`config.mk`:
```
export PLATFORM = sky130hd
export DESIGN_NAME = terminate_station_flat
export DESIGN_NICKNAME = d
export VERILOG_FILES = /design/src/rtl/ooo_pkg.sv /design/src/rtl/terminate_station_if.sv /design/src/rtl/terminate_station_entry.sv /design/src/rtl/terminate_station.sv /design/src/flat_wrapper.sv
export SDC_FILE = /design/constraint.sdc
export NUM_CORES = 1
export LEC_CHECK = 0
export CAP_MARGIN = 20
export CORE_UTILIZATION = 30
export CTS_BUF_LIST = sky130_fd_sc_hd__clkbuf_4 sky130_fd_sc_hd__clkbuf_8 sky130_fd_sc_hd__clkbuf_16
export CTS_CLUSTER_SIZE = 24
export DETAILED_ROUTE_END_ITERATION = 7
export PLACE_DENSITY_LB_ADDON = 0.08
export SLEW_MARGIN = 40
export SYNTH_ARGS = -nofsm -noshare
export SYNTH_HDL_FRONTEND = slang
export SYNTH_SLANG_ARGS = --single-unit
```
`constraint.sdc`:
```
create_clock -name clk -period 8.02 [get_ports clk]
set_clock_uncertainty 0.1 [all_clocks]
set_input_delay 0.802 -clock clk [delete_from_list [all_inputs] [get_ports clk]]
set_output_delay 0.802 -clock clk [all_outputs]
set_load 0.05 [all_outputs]
```
`src/rtl/ooo_pkg.sv`:
```
// Shared definitions for the out-of-order 6502 core's issue logic.
//   TAG_W_DEFAULT : default physical tag width
//   flag_bit_e    : 6502 status flag bit positions (as carried on cdb_value[7:0])
//   OP_UNCOND_BIT : opcode bit marking an unconditional terminate op (flags unused)
//   src_sel_e     : per-slot next-state source in the collapsing station
//   rs_payload_t  : per-slot operand/state payload (tags kept separate so the
//                   tag width can stay a module parameter)
package ooo_pkg;

  localparam int TAG_W_DEFAULT = 6;
  localparam int OP_UNCOND_BIT = 0;

  typedef enum int {
    FLAG_C = 0,
    FLAG_Z = 1,
    FLAG_I = 2,
    FLAG_D = 3,
    FLAG_B = 4,
    FLAG_V = 6,
    FLAG_N = 7
  } flag_bit_e;

  typedef enum logic [1:0] {
    SRC_HOLD  = 2'd0,
    SRC_UPPER = 2'd1,
    SRC_DISP  = 2'd2,
    SRC_CLEAR = 2'd3
  } src_sel_e;

  typedef struct packed {
    logic [3:0]  opcode;
    logic        base_rdy;
    logic [15:0] base_val;
    logic        flag_rdy;
    logic [7:0]  flag_val;
    logic [7:0]  offset;
    logic [3:0]  immediate;
  } rs_payload_t;

  // An unconditional op only needs its base operand.
  function automatic logic entry_ready(input logic valid, input rs_payload_t p);
    return valid & p.base_rdy & (p.opcode[OP_UNCOND_BIT] | p.flag_rdy);
  endfunction

endpackage

```
`src/rtl/terminate_station_if.sv`:
```
// Dispatch, result-broadcast and issue signals of the terminate reservation station.
//   master : the core side (dispatch unit, CDB, terminate pipeline)
//   slave  : the station
interface terminate_station_if #(
  parameter int TAG_W = ooo_pkg::TAG_W_DEFAULT
) ();
  logic              disp_valid;
  logic              disp_ready;
  logic [3:0]        disp_opcode;
  logic [TAG_W-1:0]  disp_base_tag;
  logic [TAG_W-1:0]  disp_flag_tag;
  logic              disp_base_rdy;
  logic              disp_flag_rdy;
  logic [15:0]       disp_base_val;
  logic [7:0]        disp_flag_val;
  logic [7:0]        disp_offset;
  logic [3:0]        disp_immediate;

  logic              cdb_valid;
  logic [TAG_W-1:0]  cdb_tag;
  logic [15:0]       cdb_value;

  logic              instr_valid;
  logic              instr_ready;
  logic [3:0]        opcode;
  logic [15:0]       reg_base_val;
  logic [7:0]        flag_vals;
  logic [7:0]        offset;
  logic [3:0]        immediate;

  modport master (
    output disp_valid, disp_opcode, disp_base_tag, disp_flag_tag, disp_base_rdy,
           disp_flag_rdy, disp_base_val, disp_flag_val, disp_offset, disp_immediate,
           cdb_valid, cdb_tag, cdb_value, instr_ready,
    input  disp_ready, instr_valid, opcode, reg_base_val, flag_vals, offset, immediate
  );

  modport slave (
    input  disp_valid, disp_opcode, disp_base_tag, disp_flag_tag, disp_base_rdy,
           disp_flag_rdy, disp_base_val, disp_flag_val, disp_offset, disp_immediate,
           cdb_valid, cdb_tag, cdb_value, instr_ready,
    output disp_ready, instr_valid, opcode, reg_base_val, flag_vals, offset, immediate
  );
endinterface

```
`src/rtl/terminate_station_entry.sv`:
```
// One slot of the collapsing terminate reservation station.
// Ports:
//   clk, rst_n        clock, async active-low reset (clears valid only)
//   src_sel           next-state source: hold / upper neighbour / dispatch / clear
//   up_*              contents of the next-younger slot (shift-down source)
//   disp_*            incoming dispatch op
//   cdb_*             result broadcast used for operand wakeup
//   valid_o, *_tag_o, pl_o, ready_o   current slot contents and issue readiness
module terminate_station_entry
  import ooo_pkg::*;
#(
  parameter int TAG_W = TAG_W_DEFAULT
) (
  input  logic              clk,
  input  logic              rst_n,
  input  src_sel_e          src_sel,
  input  logic              up_valid,
  input  logic [TAG_W-1:0]  up_base_tag,
  input  logic [TAG_W-1:0]  up_flag_tag,
  input  rs_payload_t       up_pl,
  input  logic [TAG_W-1:0]  disp_base_tag,
  input  logic [TAG_W-1:0]  disp_flag_tag,
  input  rs_payload_t       disp_pl,
  input  logic              cdb_valid,
  input  logic [TAG_W-1:0]  cdb_tag,
  input  logic [15:0]       cdb_value,
  output logic              valid_o,
  output logic [TAG_W-1:0]  base_tag_o,
  output logic [TAG_W-1:0]  flag_tag_o,
  output rs_payload_t       pl_o,
  output logic              ready_o
);

  logic              valid_q, valid_d;
  logic [TAG_W-1:0]  base_tag_q, base_tag_d;
  logic [TAG_W-1:0]  flag_tag_q, flag_tag_d;
  rs_payload_t       pl_q, pl_d;

  always_comb begin
    valid_d    = valid_q;
    base_tag_d = base_tag_q;
    flag_tag_d = flag_tag_q;
    pl_d       = pl_q;
    case (src_sel)
      SRC_UPPER: begin
        valid_d    = up_valid;
        base_tag_d = up_base_tag;
        flag_tag_d = up_flag_tag;
        pl_d       = up_pl;
      end
      SRC_DISP: begin
        valid_d    = 1'b1;
        base_tag_d = disp_base_tag;
        flag_tag_d = disp_flag_tag;
        pl_d       = disp_pl;
      end
      SRC_CLEAR: valid_d = 1'b0;
      default: ;
    endcase
    // Wakeup is applied after the source mux, so a shifted-in entry wakes at its
    // new position and a dispatching op catches a same-cycle broadcast.
    if (cdb_valid && valid_d) begin
      if (!pl_d.base_rdy && (base_tag_d == cdb_tag)) begin
        pl_d.base_rdy = 1'b1;
        pl_d.base_val = cdb_value;
      end
      if (!pl_d.flag_rdy && (flag_tag_d == cdb_tag)) begin
        pl_d.flag_rdy = 1'b1;
        pl_d.flag_val = cdb_value[7:0];
      end
    end
  end

  always_ff @(posedge clk or negedge rst_n) begin
    if (!rst_n) valid_q <= 1'b0;
    else        valid_q <= valid_d;
  end

  // Payload is only meaningful while valid, so it carries no reset.
  always_ff @(posedge clk) begin
    base_tag_q <= base_tag_d;
    flag_tag_q <= flag_tag_d;
    pl_q       <= pl_d;
  end

  assign valid_o    = valid_q;
  assign base_tag_o = base_tag_q;
  assign flag_tag_o = flag_tag_q;
  assign pl_o       = pl_q;
  assign ready_o    = entry_ready(valid_q, pl_q);

endmodule

```
`src/rtl/terminate_station.sv`:
```
// Reservation station feeding the terminate pipeline. Collapsing queue (slot 0
// oldest); dispatched ops wait for base/flag operands via CDB snooping and the
// oldest ready op is offered over a valid/ready handshake.
// Ports:
//   clk    clock, rising edge
//   rst_n  asynchronous active-low reset
//   flush  synchronous discard of all entries
//   bus    terminate_station_if.slave (dispatch, CDB, issue)
module terminate_station
  import ooo_pkg::*;
#(
  parameter int DEPTH = 4,
  parameter int TAG_W = TAG_W_DEFAULT
) (
  input  logic                  clk,
  input  logic                  rst_n,
  input  logic                  flush,
  terminate_station_if.slave    bus
);

  localparam int IDX_W = (DEPTH > 1) ? $clog2(DEPTH) : 1;
  localparam int CNT_W = $clog2(DEPTH + 1);

  logic [CNT_W-1:0]  count_q, count_d;

  // Slot DEPTH is a permanently empty phantom that the top slot shifts in from.
  logic [DEPTH:0]    ent_valid;
  logic [TAG_W-1:0]  ent_base_tag [DEPTH+1];
  logic [TAG_W-1:0]  ent_flag_tag [DEPTH+1];
  rs_payload_t       ent_pl       [DEPTH+1];
  logic [DEPTH-1:0]  ent_ready;
  src_sel_e          src_sel      [DEPTH];

  rs_payload_t       disp_pl, sel_pl;
  logic [IDX_W-1:0]  sel_idx;
  logic              any_ready, issue, disp_fire, disp_ready_w;
  logic [CNT_W-1:0]  wr_idx;

  assign ent_valid[DEPTH]    = 1'b0;
  assign ent_base_tag[DEPTH] = '0;
  assign ent_flag_tag[DEPTH] = '0;
  assign ent_pl[DEPTH]       = '0;

  assign disp_pl = '{opcode:    bus.disp_opcode,
                     base_rdy:  bus.disp_base_rdy,
                     base_val:  bus.disp_base_val,
                     flag_rdy:  bus.disp_flag_rdy,
                     flag_val:  bus.disp_flag_val,
                     offset:    bus.disp_offset,
                     immediate: bus.disp_immediate};

  for (genvar g = 0; g < DEPTH; g++) begin : g_ent
    terminate_station_entry #(.TAG_W(TAG_W)) u_entry (
      .clk           (clk),
      .rst_n         (rst_n),
      .src_sel       (src_sel[g]),
      .up_valid      (ent_valid[g+1]),
      .up_base_tag   (ent_base_tag[g+1]),
      .up_flag_tag   (ent_flag_tag[g+1]),
      .up_pl         (ent_pl[g+1]),
      .disp_base_tag (bus.disp_base_tag),
      .disp_flag_tag (bus.disp_flag_tag),
      .disp_pl       (disp_pl),
      .cdb_valid     (bus.cdb_valid),
      .cdb_tag       (bus.cdb_tag),
      .cdb_value     (bus.cdb_value),
      .valid_o       (ent_valid[g]),
      .base_tag_o    (ent_base_tag[g]),
      .flag_tag_o    (ent_flag_tag[g]),
      .pl_o          (ent_pl[g]),
      .ready_o       (ent_ready[g])
    );
  end

  // Oldest-first select: scan from the top so the lowest ready index wins.
  always_comb begin
    sel_idx = '0;
    sel_pl  = '0;
    for (int i = DEPTH - 1; i >= 0; i--) begin
      if (ent_ready[i]) begin
        sel_idx = IDX_W'(i);
        sel_pl  = ent_pl[i];
      end
    end
  end

  assign any_ready    = |ent_ready;
  assign disp_ready_w = (count_q < CNT_W'(DEPTH));
  assign issue        = any_ready & bus.instr_ready & ~flush;
  assign disp_fire    = bus.disp_valid & disp_ready_w & ~flush;
  // Dispatch lands just above the survivors after this cycle's collapse.
  assign wr_idx       = count_q - CNT_W'(issue);

  always_comb begin
    for (int i = 0; i < DEPTH; i++) begin
      src_sel[i] = SRC_HOLD;
      if (flush)
        src_sel[i] = SRC_CLEAR;
      else if (disp_fire && (CNT_W'(i) == wr_idx))
        src_sel[i] = SRC_DISP;
      else if (issue && (IDX_W'(i) >= sel_idx))
        src_sel[i] = SRC_UPPER;
    end
  end

  always_comb begin
    if (flush) count_d = '0;
    else       count_d = count_q - CNT_W'(issue) + CNT_W'(disp_fire);
  end

  always_ff @(posedge clk or negedge rst_n) begin
    if (!rst_n) count_q <= '0;
    else        count_q <= count_d;
  end

  assign bus.disp_ready   = disp_ready_w;
  assign bus.instr_valid  = any_ready;
  assign bus.opcode       = sel_pl.opcode;
  assign bus.reg_base_val = sel_pl.base_val;
  assign bus.flag_vals    = sel_pl.flag_val;
  assign bus.offset       = sel_pl.offset;
  assign bus.immediate    = sel_pl.immediate;

endmodule

```
`src/flat_wrapper.sv`:
```
// flat-port wrapper written by rule: the top's interface ports become plain ports
module terminate_station_flat import ooo_pkg::*;
#(
  parameter int DEPTH = 4,
  parameter int TAG_W = TAG_W_DEFAULT
)
  (clk, rst_n, flush, bus_disp_valid, bus_disp_opcode, bus_disp_base_tag, bus_disp_flag_tag, bus_disp_base_rdy, bus_disp_flag_rdy, bus_disp_base_val, bus_disp_flag_val, bus_disp_offset, bus_disp_immediate, bus_cdb_valid, bus_cdb_tag, bus_cdb_value, bus_instr_ready, bus_disp_ready, bus_instr_valid, bus_opcode, bus_reg_base_val, bus_flag_vals, bus_offset, bus_immediate);
  terminate_station_if #(.TAG_W(TAG_W)) bus_i ();
  input  logic clk;
  input  logic rst_n;
  input  logic flush;
  input wire logic [$bits(bus_i.disp_valid)-1:0] bus_disp_valid;
  input wire logic [$bits(bus_i.disp_opcode)-1:0] bus_disp_opcode;
  input wire logic [$bits(bus_i.disp_base_tag)-1:0] bus_disp_base_tag;
  input wire logic [$bits(bus_i.disp_flag_tag)-1:0] bus_disp_flag_tag;
  input wire logic [$bits(bus_i.disp_base_rdy)-1:0] bus_disp_base_rdy;
  input wire logic [$bits(bus_i.disp_flag_rdy)-1:0] bus_disp_flag_rdy;
  input wire logic [$bits(bus_i.disp_base_val)-1:0] bus_disp_base_val;
  input wire logic [$bits(bus_i.disp_flag_val)-1:0] bus_disp_flag_val;
  input wire logic [$bits(bus_i.disp_offset)-1:0] bus_disp_offset;
  input wire logic [$bits(bus_i.disp_immediate)-1:0] bus_disp_immediate;
  input wire logic [$bits(bus_i.cdb_valid)-1:0] bus_cdb_valid;
  input wire logic [$bits(bus_i.cdb_tag)-1:0] bus_cdb_tag;
  input wire logic [$bits(bus_i.cdb_value)-1:0] bus_cdb_value;
  input wire logic [$bits(bus_i.instr_ready)-1:0] bus_instr_ready;
  output wire logic [$bits(bus_i.disp_ready)-1:0] bus_disp_ready;
  output wire logic [$bits(bus_i.instr_valid)-1:0] bus_instr_valid;
  output wire logic [$bits(bus_i.opcode)-1:0] bus_opcode;
  output wire logic [$bits(bus_i.reg_base_val)-1:0] bus_reg_base_val;
  output wire logic [$bits(bus_i.flag_vals)-1:0] bus_flag_vals;
  output wire logic [$bits(bus_i.offset)-1:0] bus_offset;
  output wire logic [$bits(bus_i.immediate)-1:0] bus_immediate;
  assign bus_i.disp_valid = bus_disp_valid;
  assign bus_i.disp_opcode = bus_disp_opcode;
  assign bus_i.disp_base_tag = bus_disp_base_tag;
  assign bus_i.disp_flag_tag = bus_disp_flag_tag;
  assign bus_i.disp_base_rdy = bus_disp_base_rdy;
  assign bus_i.disp_flag_rdy = bus_disp_flag_rdy;
  assign bus_i.disp_base_val = bus_disp_base_val;
  assign bus_i.disp_flag_val = bus_disp_flag_val;
  assign bus_i.disp_offset = bus_disp_offset;
  assign bus_i.disp_immediate = bus_disp_immediate;
  assign bus_i.cdb_valid = bus_cdb_valid;
  assign bus_i.cdb_tag = bus_cdb_tag;
  assign bus_i.cdb_value = bus_cdb_value;
  assign bus_i.instr_ready = bus_instr_ready;
  assign bus_disp_ready = bus_i.disp_ready;
  assign bus_instr_valid = bus_i.instr_valid;
  assign bus_opcode = bus_i.opcode;
  assign bus_reg_base_val = bus_i.reg_base_val;
  assign bus_flag_vals = bus_i.flag_vals;
  assign bus_offset = bus_i.offset;
  assign bus_immediate = bus_i.immediate;
  terminate_station #(.DEPTH(DEPTH), .TAG_W(TAG_W)) u_core (.clk(clk), .rst_n(rst_n), .flush(flush), .bus(bus_i));
endmodule
```
After elaboration in Yosys (flattened, before gate mapping)
Index checks and enable logic that the tools add are counted.
{ "totals": {"regBits": 223, "in_bits": 82, "output_inout_bits": 42, "elab_cells": 172} }
{ "op_classes": {"addsub": 2, "magnitude_cmp": 5, "n_eq_ne": 23, "mux": 49, "bitwise": 17, "reduce_logical": 35} }
{ "ops": {"columns": ["cell", "n"], "rows": [
  ["case mux 42 bit (2 select lines)", 4],
  ["two-way mux 42 bit", 4],
  ["two-way mux 26 bit", 4],
  ["case mux 6 bit (2 select lines)", 8],
  ["two-way mux 17 bit", 4],
  ["== test 6 bit", 8],
  ["two-way mux 9 bit", 4],
  ["two-way mux 2 bit", 12],
  ["logical AND 1 bit", 20],
  ["== test 2 bit (second input constant)", 8],
  ["bitwise AND 1 bit", 12],
  ["case mux 1 bit (3 select lines)", 3],
  ["== test 2 x 1 -> 1 bit (second input constant)", 4],
  ["logical NOT 1 bit", 8],
  ["nonzero test 2 bit", 4],
  ["== test 2 x 3 -> 1 bit (first input constant)", 2],
  ["greater-or-equal comparator 1 x 2 -> 1 bit (first input constant)", 2],
  ["greater-or-equal comparator 2 bit (first input constant)", 2],
  ["two-way mux 1 bit", 4],
  ["OR 1 bit", 4],
  ["OR reduction 4 bit", 1],
  ["adder 3 x 1 -> 3 bit", 1],
  ["== test 1 x 3 -> 1 bit (first input constant)", 1],
  ["logical NOT 3 bit", 1],
  ["6 further kinds", 6]
]} }

Longest topological paths before layout
Gate-level depths: netlist of run 1.
{ "logic_depth": {"ltp_word": 17, "depth_mapped": 19, "ltp_nobuf": 16} }

By module
Synthesis of run 1 repeated with hierarchy kept, for this count alone.
{ "unflattened": {"cells_unflattened": 1450, "area_unflattened_um2": 13249.0} }
{ "by_module_without_submodules": {"columns": ["module", "instances", "cells_per_inst", "area_each_um2", "seq_area_each_um2"], "rows": [
  ["terminate_station_entry", 4, 306, 2940.3, 1266.2],
  ["terminate_station", 1, 226, 1487.7, 75.1]
]} }

Least setup slack after synthesis of run 1
No wires, ideal clock.
{ "synth_path": {"path_type": "register to register", "start": "register u_core.g_ent[2].u_entry.pl_q, in the netlist u_core.g_ent[2].u_entry.pl_o[38]", "end": "register u_core.g_ent[2].u_entry.pl_q, in the netlist u_core.g_ent[2].u_entry.pl_o[27]", "setup_ns": 0.121, "arrival_time_ns": 4.893, "required_time_ns": 7.799, "setup_slack_ns": 2.906, "path_stages_with_launch": 19, "n_path_buf": 2, "synth_period_minus_slack_ns": 5.114, "path_cell_list": "edfxtp_1 > o211a_1 > or3_1 > nand2b_1 > nand2_1 > nor2_1 > ha_1 > ha_1 > or4_1 > a31o_2 > inv_1 > ha_1 > buf_2 > a221o_1 > a21o_1 > a211oi_2 > nand4_2 > buf_6 > mux2_4"} }
{ "synth_rtl": {"columns": ["element", "line_no", "rtl"], "rows": [
  ["start, declared", "terminate_station_entry.sv:37", "rs_payload_t pl_q, pl_d;"],
  ["start signal, assigned", "terminate_station_entry.sv:83", "pl_q <= pl_d;"]
]} }

==> results of run 1 <==
stage by stage:
step | total power [W] | utilization [%] | instances | hold WS, ns | worst slack (ns)
2_1_floorplan | 0.002812 | - | 1339 | 0.3468 | 2.906
3_3_place_gp | 0.003331 | 34.36 | 1893 | 0.3652 | 1.810
3_5_place_dp | 0.003350 | 34.46 | 1894 | 0.3714 | 1.963
4_1_cts | 0.004649 | 36.67 | 1945 | 0.3864 | 1.961
5_1_grt | 0.004863 | 36.77 | 1948 | 0.4119 | 1.769
6_report | 0.004600 | 36.77 | 1948 | 0.3861 | 2.062
per-layer routing:
layer	vias up	wire, um	share of wire (%)
met5	-	11	0.025
met4	2	875	2.0
met3	61	1565	3.6
met2	228	20790	47
met1	5230	20630	47
li1	5148	-	-
flip-flops by register name (all words and copies together) (netlist names):
register                         flops
u_core.g_ent.u_entry.base_tag_o     24
u_core.g_ent.u_entry.flag_tag_o     24
u_core.count_q                       3
u_core.g_ent.u_entry.pl_o          168
u_core.g_ent.u_entry.valid_o         4
area by class of cell:
class                   instances  area (um2)  share of cell area [%]
repair buffers                139        1389                   9.167
inverters                      15       56.30                  0.3717
clock inverters                19       160.2                   1.057
well taps                     532       665.6                   4.394
diodes                          1       2.502                 0.01652
clock buffers                  32       749.5                   4.947
multi-input cells             987        6987                   46.12
flip-flops and latches        223        5140                   33.93
cells by family after synthesis:
family / count (synthesis) / synth area share [%]
fa+ha+maj: 14 / 1.388
buf+inv: 129 / 4.561
mux: 102 / 10.25
xor+xnor: 4 / 0.2777
compound gates: 476 / 27.01
simple gates: 391 / 15.78
flops: 223 / 40.73
worst paths after layout:
check | endpoint | start | slack, ns
setup reg to reg | u_core.g_ent[2].u_entry.pl_o[27]$_DFF_P_ | u_core.g_ent[0].u_entry.pl_o[38]$_DFFE_PN_ | 2.06
max in group asynchronous | u_core.g_ent[1].u_entry.valid_o$_DFF_PN0_ | rst_n | 7.07
setup / recovery | u_core.g_ent[2].u_entry.pl_o[27]$_DFF_P_ | u_core.g_ent[0].u_entry.pl_o[38]$_DFFE_PN_ | 2.06
hold reg to reg | u_core.g_ent[0].u_entry.base_tag_o[2]$_DFF_P_ | u_core.g_ent[0].u_entry.base_tag_o[2]$_DFF_P_ | 0.39
min in group asynchronous | u_core.count_q[2]$_DFF_PN0_ | rst_n | 0.43
hold / removal | u_core.g_ent[0].u_entry.base_tag_o[2]$_DFF_P_ | u_core.g_ent[0].u_entry.base_tag_o[2]$_DFF_P_ | 0.39
power by group through the flow:
stage / Clock [W] / Combinational (W) / Sequential (W)
floorplan: 0 / 0.00118 / 0.00163
global placement: 0 / 0.00163 / 0.00170
detailed placement: 0 / 0.00165 / 0.00170
CTS: 0.00131 / 0.00166 / 0.00168
global route: 0.00134 / 0.00180 / 0.00172
finish: 0.00127 / 0.00165 / 0.00168
critical path: cells and delay by family (launching register included):
kind,cells,cell delay (ns)
and+or+nand+nor,6,1.75
adders and majority gates,3,1.22
AOI/OAI and AO/OA,4,1.17
muxes,2,0.82
DFF,1,0.41
buffers and inverters,2,0.35
cell usage in the layout, fill, tap and decap left out, drive strengths merged, types with 4 or more instances in the layout:
cell           instances
nand4                 13
a211oi                 9
nor2b                 14
dfxtp                152
nor3                   8
edfxtp                64
clkdlybuf4s50        123
nand2                153
o211ai                 4
clkbuf                32
a221o                 61
nand3                 20
nor4                   6
a21oi                 18
or3                    6
nand2b                30
a221oi                10
and3                  10
buf                   16
mux2i                  4
inv                   14
a21o                  18
nor2                  67
nand4b                 4
a22o                  25
mux2                  98
nand3b                 9
clkinv                17
ha                    14
dfrtp                  7
and2                  42
a22oi                135
o21a                   7
o21ai                167
==> out/results.txt, run 1 <==
CTS tree -> done
Synth cell types -> 64
CTS max path bufs -> 3
final setup vio count -> 0
initial antenna violation count -> 2
synth cell count leaders -> 167 x o21ai_0, 153 x nand2_1, 152 x dfxtp_1
Final Cycle Share -> 74.29%
GP Congestion -> 0.7930
DR iter-0 viols -> 725
Synth Flop Type -> dfxtp_1
drt first pass iters -> 7
RSZ-0062 raised after global routing -> no
Die H -> 207.1 um
met3 Use GR -> 2.805%
PwrDens -> 303.6 nW/um2
max cap viols -> 0
Pleak -> 5.700 nW
post-synth top area share -> 24.12%
fin crit period -> 5.958 ns
Top Ports -> 124
P_sw -> 0.001721 W
first-pass GRT wire length -> 67490 um
worst-skew pair later-pin latency -> 0.57 ns
Worst Hold Depth -> 2
post-route ant nets -> 0
setup TNS -> 0 ns
Crit path top cell by count -> ha_1
Worst Path Required -> 8.36 ns
final hold vios -> 0
Worst Tran Pin Value -> 0.8531 ns
row count -> 74
worst min-delay path category -> flop to flop
largest net degree at the start of global routing -> 61
detailed placement HPWL -> 27560 um
critical path's slowest cell -> ha_4
number of enable flip-flop cells after synthesis -> 64
Worst EP arrival -> 6.30 ns
Finished Cell Area -> 15150 um2
grt total ovfl -> 0
gr busiest metal -> met2
clock slew at reported path FFs -> 0.06 ns
Reg2Reg Depth -> 17
largest area contributor in the netlist -> dfxtp_1
Net Sw Frac -> 37.40%
f_max -> 167.8 MHz
vias in the first global route -> 10780
total number of vias -> 10670
routed wire length -> 43870 um
failing checks -> design-rule violations
CP Cell Sequence -> o211a_4, buf_12, or3_1, nand2b_1, nand2_1, nor2_1, ha_1, ha_1, or4_1, a31o_2, inv_1, ha_4, a22oi_1, o21ai_0, mux2i_1, nand4_4, mux2_4
Clock Sinks -> 223
cts repair resizes -> 0
H-tree depth -> 1
critical path peak fanout -> 55
Root Buffer -> clkbuf_16
synth warn -> 0
# port buffers -> 123
share of cells above drive strength 1 -> 14.49%
internal power -> 0.002880 W
most common cell in the synthesized netlist -> o21ai_0
drc violations -> 2
synthesized cell area -> 12620 um2
Post-Place Cell Area -> 14200 um2
peak supply drop -> 0.1450 mV
Slew Viols, Final -> 0
Area Growth Syn to Fin -> 20.06%
vias per cell -> 5.477
met2 GRT Util -> 34.42%
Die Span X -> 207.1 um
net count after synthesis -> 1435
sequential share of power -> 36.6%
Die Area -> 42890 um2
Post-CTS Setup Repair Bufs -> 0
initial core utilization -> 30.63%
DR WL/cell -> 22.52 um
CTS buffer count -> 28
Tot GR Track Use -> 20.15%
syn_area_per_cell -> 9.424 um2
Clock Power Share -> 27.6%
Area contributors post-synth -> dfxtp_1 24%, edfxtp_1 15%, a22oi_1 8.0%
kind of critical path -> flop to flop
cts hold-fix bufs -> 0
FILL cells -> 4236
combinational share of power -> 35.8%
Crit. End Element -> flop
status -> finished with violations
CP max stage delay -> 0.66 ns
M1 GR Usage -> 26.82%
core area -> 41200 um2
Final #Nets -> 1490
sequential area share after synthesis -> 40.73%
Cells after Synth -> 1339
Max-slew headroom -> 43.07%
asr flop ratio synth -> 3.139%
FF+latch count, synth -> 223
startpoint types -> flop
Note: power is estimated with default switching activity, not from simulation.
==> run 2: changes to the inputs <==
==> constraint.sdc (replaced) <==
create_clock -name clk -period 6.1 [get_ports clk]
set_clock_uncertainty 0.1 [all_clocks]
set_input_delay 0.61 -clock clk [delete_from_list [all_inputs] [get_ports clk]]
set_output_delay 0.61 -clock clk [all_outputs]
set_load 0.05 [all_outputs]
==> out/results.txt, run 2 (synthesis results as in run 1) <==
Worst Path Required -> 6.06 ns
Largest register FFs -> 168
Final #Nets -> 1498
first-pass GRT wire length -> 69520 um
PwrDens -> 405.8 nW/um2
worst min-delay path category -> input port to asynchronous set/reset pin
cts repair resizes -> 0
grt total ovfl -> 0
CTS tree -> done
Top Ports -> 124
# port buffers -> 123
CP max stage delay -> 0.84 ns
initial antenna violation count -> 1
post-route ant nets -> 0
CTS max path bufs -> 3
initial core utilization -> 30.63%
worst r2r src -> u_core.g_ent[0].u_entry.pl_o[38]$_DFFE_PN_
Pleak -> 5.748 nW
cts hold-fix bufs -> 0
Final Cycle Share -> 88.05%
Worst EP arrival -> 5.33 ns
Tot GR Track Use -> 20.92%
f_max -> 186.2 MHz
Die Area -> 42890 um2
Worst Tran Pin Value -> 0.8046 ns
Critical Path End -> u_core.g_ent[0].u_entry.pl_o[5]$_DFFE_PN_
largest net degree at the start of global routing -> 84
final core area utilization -> 36.91%
detailed placement HPWL -> 27510 um
core area -> 41200 um2
Root Buffer -> clkbuf_16
total number of vias -> 10930
final setup vio count -> 0
Max-slew headroom -> 46.19%
vias in the first global route -> 10860
worst-skew pair later-pin latency -> 0.57 ns
kind of critical path -> flop to flop
Slew Viols, Final -> 0
startpoint types -> flop
clock slew at reported path FFs -> 0.06 ns
RSZ-0062 raised after global routing -> no
final hold vios -> 0
critical path peak fanout -> 53
FILL cells -> 4148
peak supply drop -> 0.2019 mV
Reg2Reg Depth -> 12
failing checks -> design-rule violations
Reg2Reg Setup Slack -> 0.73 ns
crit path from -> u_core.g_ent[0].u_entry.pl_o[38]$_DFFE_PN_
Die H -> 207.1 um
Area Growth Syn to Fin -> 20.51%
drt first pass iters -> 7
most common cell after layout, fill and taps aside -> o21ai_0
CTS buffer count -> 29
critical path's slowest cell -> clkinv_1
max cap viols -> 0
vias per cell -> 5.586
H-tree depth -> 1
drc violations -> 2
CP Cell Sequence -> o211a_4, or3_1, nand2b_1, nand2_1, nor2_1, ha_1, ha_1, a31oi_1, a31oi_1, ha_4, buf_4, clkinv_1
Die Span X -> 207.1 um
share of cells above drive strength 1 -> 14.89%
DR iter-0 viols -> 693
setup TNS -> 0 ns
status -> finished with violations
GP Congestion -> 0.8151
Post-CTS Setup Repair Bufs -> 0
r2r endpoint -> u_core.g_ent[0].u_entry.pl_o[5]$_DFFE_PN_
Clock Sinks -> 223
fin crit period -> 5.371 ns
Crit. End Element -> flop
DR WL/cell -> 23.30 um
row count -> 74
diode count -> 0
commonest non-fill, non-tap cells in the layout -> 167 x o21ai_0, 153 x nand2_1, 152 x dfxtp_1
routed wire length -> 45580 um
## run 2: report_power, final
group	switching (W)	internal (W)	leakage, nW
sequential	0.000236	0.00197	2.01
combinational	0.00136	0.000851	3.25
clock	0.000697	0.00106	0.488
total	0.00229	0.00388	5.75
## run 2: metal layers
| layer | track usage (%) | up-vias | share of wire (%) |
|---|---|---|---|
| met1 | 29.17 | 5392 | 48 |
| met3 | 2.259 | 50 | 4.3 |
| li1 | - | 5187 | - |
| met5 | 0 | - | 0.026 |
| met4 | 4.503 | 2 | 1.7 |
| met2 | 34.76 | 296 | 46 |
## run 2: metrics by stage
stage	hold slack (ns)	cell area, um2	cells	power (W)	worst slack [ns]
floorplan	0.2144	12620	1339	0.003697	0.9859
global route	0.2820	15210	1956	0.006501	0.3519
detailed placement	0.3766	14240	1903	0.004437	0.7278
finish	0.2815	15210	1956	0.006171	0.7290
global placement	0.3689	14230	1903	0.004427	0.7608
CTS	0.2787	15210	1956	0.006222	0.7923
## run 2: how the worst min path moves through the flow
| stage | depth (start not counted) | end | startpoint | slack (ns) |
|---|---|---|---|---|
| 4_1_cts | 1 | u_core.count_q[2]$_DFF_PN0_ | rst_n | 0.28 |
| 3_5_place_dp | 2 | u_core.g_ent[0].u_entry.flag_tag_o[4]$_DFF_P_ | u_core.g_ent[0].u_entry.flag_tag_o[4]$_DFF_P_ | 0.38 |
| 2_1_floorplan | 0 | u_core.count_q[0]$_DFF_PN0_ | rst_n | 0.21 |
| 3_3_place_gp | 2 | u_core.g_ent[3].u_entry.flag_tag_o[0]$_DFF_P_ | u_core.g_ent[3].u_entry.flag_tag_o[0]$_DFF_P_ | 0.37 |
| 6_report | 1 | u_core.count_q[2]$_DFF_PN0_ | rst_n | 0.28 |
| 5_1_grt | 1 | u_core.count_q[2]$_DFF_PN0_ | rst_n | 0.28 |
## run 2: cell type report
type | instances | area (um2) | area share [%]
Multi-Input combinational cell | 987 | 6968 | 45.82
Sequential cell | 223 | 5140 | 33.80
Timing Repair Buffer | 146 | 1408 | 9.257
Clock buffer | 42 | 860.8 | 5.661
Clock inverter | 11 | 107.6 | 0.7076
Tap cell | 532 | 665.6 | 4.378
Inverter | 15 | 56.30 | 0.3703
## run 2: worst max-delay path, delay by kind of cell (launching register included)
kind            cells  cell delay [ns]
compound gates      3             0.96
simple gates        4             0.72
buf+inv             2             1.45
flops               1             0.43
fa+ha+maj           3             1.18
==> run 3: changes to the inputs <==
==> constraint.sdc (replaced) <==
create_clock -name clk -period 5.05 [get_ports clk]
set_clock_uncertainty 0.1 [all_clocks]
set_input_delay 0.505 -clock clk [delete_from_list [all_inputs] [get_ports clk]]
set_output_delay 0.505 -clock clk [all_outputs]
set_load 0.05 [all_outputs]
==> out/results.txt, run 3 (synthesis results as in run 1) <==
detailed placement HPWL -> 28730 um
total number of vias -> 11060
largest net degree at the start of global routing -> 84
Die Span X -> 207.1 um
drt first pass iters -> 8
Final #Nets -> 1532
max cap viols -> 0
vias in the first global route -> 11000
Die H -> 207.1 um
vias per cell -> 5.557
Die Area -> 42890 um2
Tot Pwr -> 0.007468 W
Top Ports -> 124
RSZ-0062 raised after global routing -> no
worst-skew pair later-pin latency -> 0.56 ns
final hold vios -> 0
drc violations -> 6
GP Congestion -> 0.8034
Pleak -> 5.928 nW
CTS tree -> done
Clock Sinks -> 223
routed wire length -> 45290 um
M1 GR Usage -> 27.37%
CTS max path bufs -> 3
Area Growth Syn to Fin -> 23.32%
row count -> 74
initial core utilization -> 30.63%
peak supply drop -> 0.2570 mV
critical path peak fanout -> 16
WHS -> 0.1292 ns
met2 GRT Util -> 34.80%
Slew Viols, Final -> 0
share of cells above drive strength 1 -> 17.71%
Worst Tran Pin Value -> 0.7676 ns
fin crit period -> 4.885 ns
CP max stage delay -> 0.53 ns
startpoint types -> flop
final setup vio count -> 0
DR WL/cell -> 22.76 um
post-route ant nets -> 0
# port buffers -> 123
met3 Use GR -> 2.623%
worst min-delay path category -> input port to asynchronous set/reset pin
commonest non-fill, non-tap cells in the layout -> 165 x o21ai_0, 153 x nand2_1, 152 x dfxtp_1
FILL cells -> 4150
core area -> 41200 um2
critical path's slowest cell -> or4_1
Root Buffer -> clkbuf_16
f_max -> 204.7 MHz
initial antenna violation count -> 1
dpl cells -> 1933
status -> finished with violations
most common cell after layout, fill and taps aside -> o21ai_0
Largest register FFs -> 168
kind of critical path -> flop to flop
Worst EP arrival -> 5.24 ns
DR iter-0 viols -> 746
Tot GR Track Use -> 20.61%
Final Cycle Share -> 96.73%
H-tree depth -> 1
fin cells -> 1990
clock slew at reported path FFs -> 0.06 ns
PwrDens -> 479.9 nW/um2
Max-slew headroom -> 48.67%
failing checks -> design-rule violations
gr busiest metal -> met2
Worst Path Required -> 5.41 ns
CP Cell Sequence -> o211a_2, or3_1, nand2b_2, nand2_1, nor2_1, ha_1, ha_4, or4_1, a31o_2, inv_1, ha_4, buf_6, a221o_1, a21o_1, a21oi_1, nand4_2, buf_12, mux2_4
cts hold-fix bufs -> 0
grt total ovfl -> 0
Crit path top cell by count -> ha_4
CTS buffer count -> 28
first-pass GRT wire length -> 68630 um
Crit. End Element -> flop
run 3: final timing paths:
| path | startpoint | to | slack, ns | cells past startpoint |
|---|---|---|---|---|
| min in group clk | u_core.g_ent[0].u_entry.base_tag_o[0]$_DFF_P_ | u_core.g_ent[0].u_entry.base_tag_o[0]$_DFF_P_ | 0.38 | 2 |
| hold reg to reg | u_core.g_ent[0].u_entry.base_tag_o[0]$_DFF_P_ | u_core.g_ent[0].u_entry.base_tag_o[0]$_DFF_P_ | 0.38 | 2 |
| hold / removal | rst_n | u_core.g_ent[2].u_entry.valid_o$_DFF_PN0_ | 0.13 | 1 |
| setup / recovery | u_core.g_ent[2].u_entry.pl_o[38]$_DFFE_PN_ | u_core.g_ent[2].u_entry.pl_o[36]$_DFF_P_ | 0.17 | 18 |
| setup reg to reg | u_core.g_ent[2].u_entry.pl_o[38]$_DFFE_PN_ | u_core.g_ent[2].u_entry.pl_o[36]$_DFF_P_ | 0.17 | 18 |
| max in group asynchronous | rst_n | u_core.g_ent[0].u_entry.valid_o$_DFF_PN0_ | 4.44 | 1 |
run 3: critical path, delay by kind of cell, from the launching register on:
kind,cells,cell delay (ns)
AO/OA/AOI/OAI,5,1.28
adder cells (fa/ha/maj),3,0.71
buffers and inverters,3,0.48
flip-flops,1,0.41
multiplexers,1,0.31
AND/OR/NAND/NOR,6,1.43
run 3: area by class of cell:
type / count / area, um2 / share of cell area (%)
inverters: 15 / 56.30 / 0.3618
flip-flops and latches: 223 / 5140 / 33.03
repair buffers: 181 / 1735 / 11.15
clock inverters: 8 / 73.82 / 0.4744
multi-input cells: 987 / 7037 / 45.22
clock buffers: 43 / 850.8 / 5.468
well taps: 532 / 665.6 / 4.278
diodes: 1 / 2.502 / 0.01608
run 3: report_power, final:
group	switching (W)	internal, W	total [W]	leakage [nW]
clock network	0.000816	0.00121	0.00202	0.469
registers	0.000281	0.00238	0.00266	2.01
logic	0.00167	0.00112	0.00279	3.45
run 3: metal layers:
metal,vias up,share of wire [%]
li1,5247,-
met1,5411,46
met2,315,47
met3,84,4.5
met4,2,2.7
met5,-,0.026
run 3: what timing repair did:
action,4_1_cts,5_1_grt
gates resized for setup,1,11
buffers inserted,0,5
pin swaps,0,4
cloned,0,0
setup endpoints to repair,8,90
run 3: through the flow:
stage	instance area [um2]	util (%)	setup WS [ns]	TNS, ns
after detailed placement	14520	35.25	-0.008281	-0.03572
after floorplan	12620	-	0.06775	0
after global placement	14520	35.25	0.05799	0
final	15560	37.77	0.1650	0
after CTS	15460	37.52	0.08135	0
after global routing	15560	37.76	0.004408	0
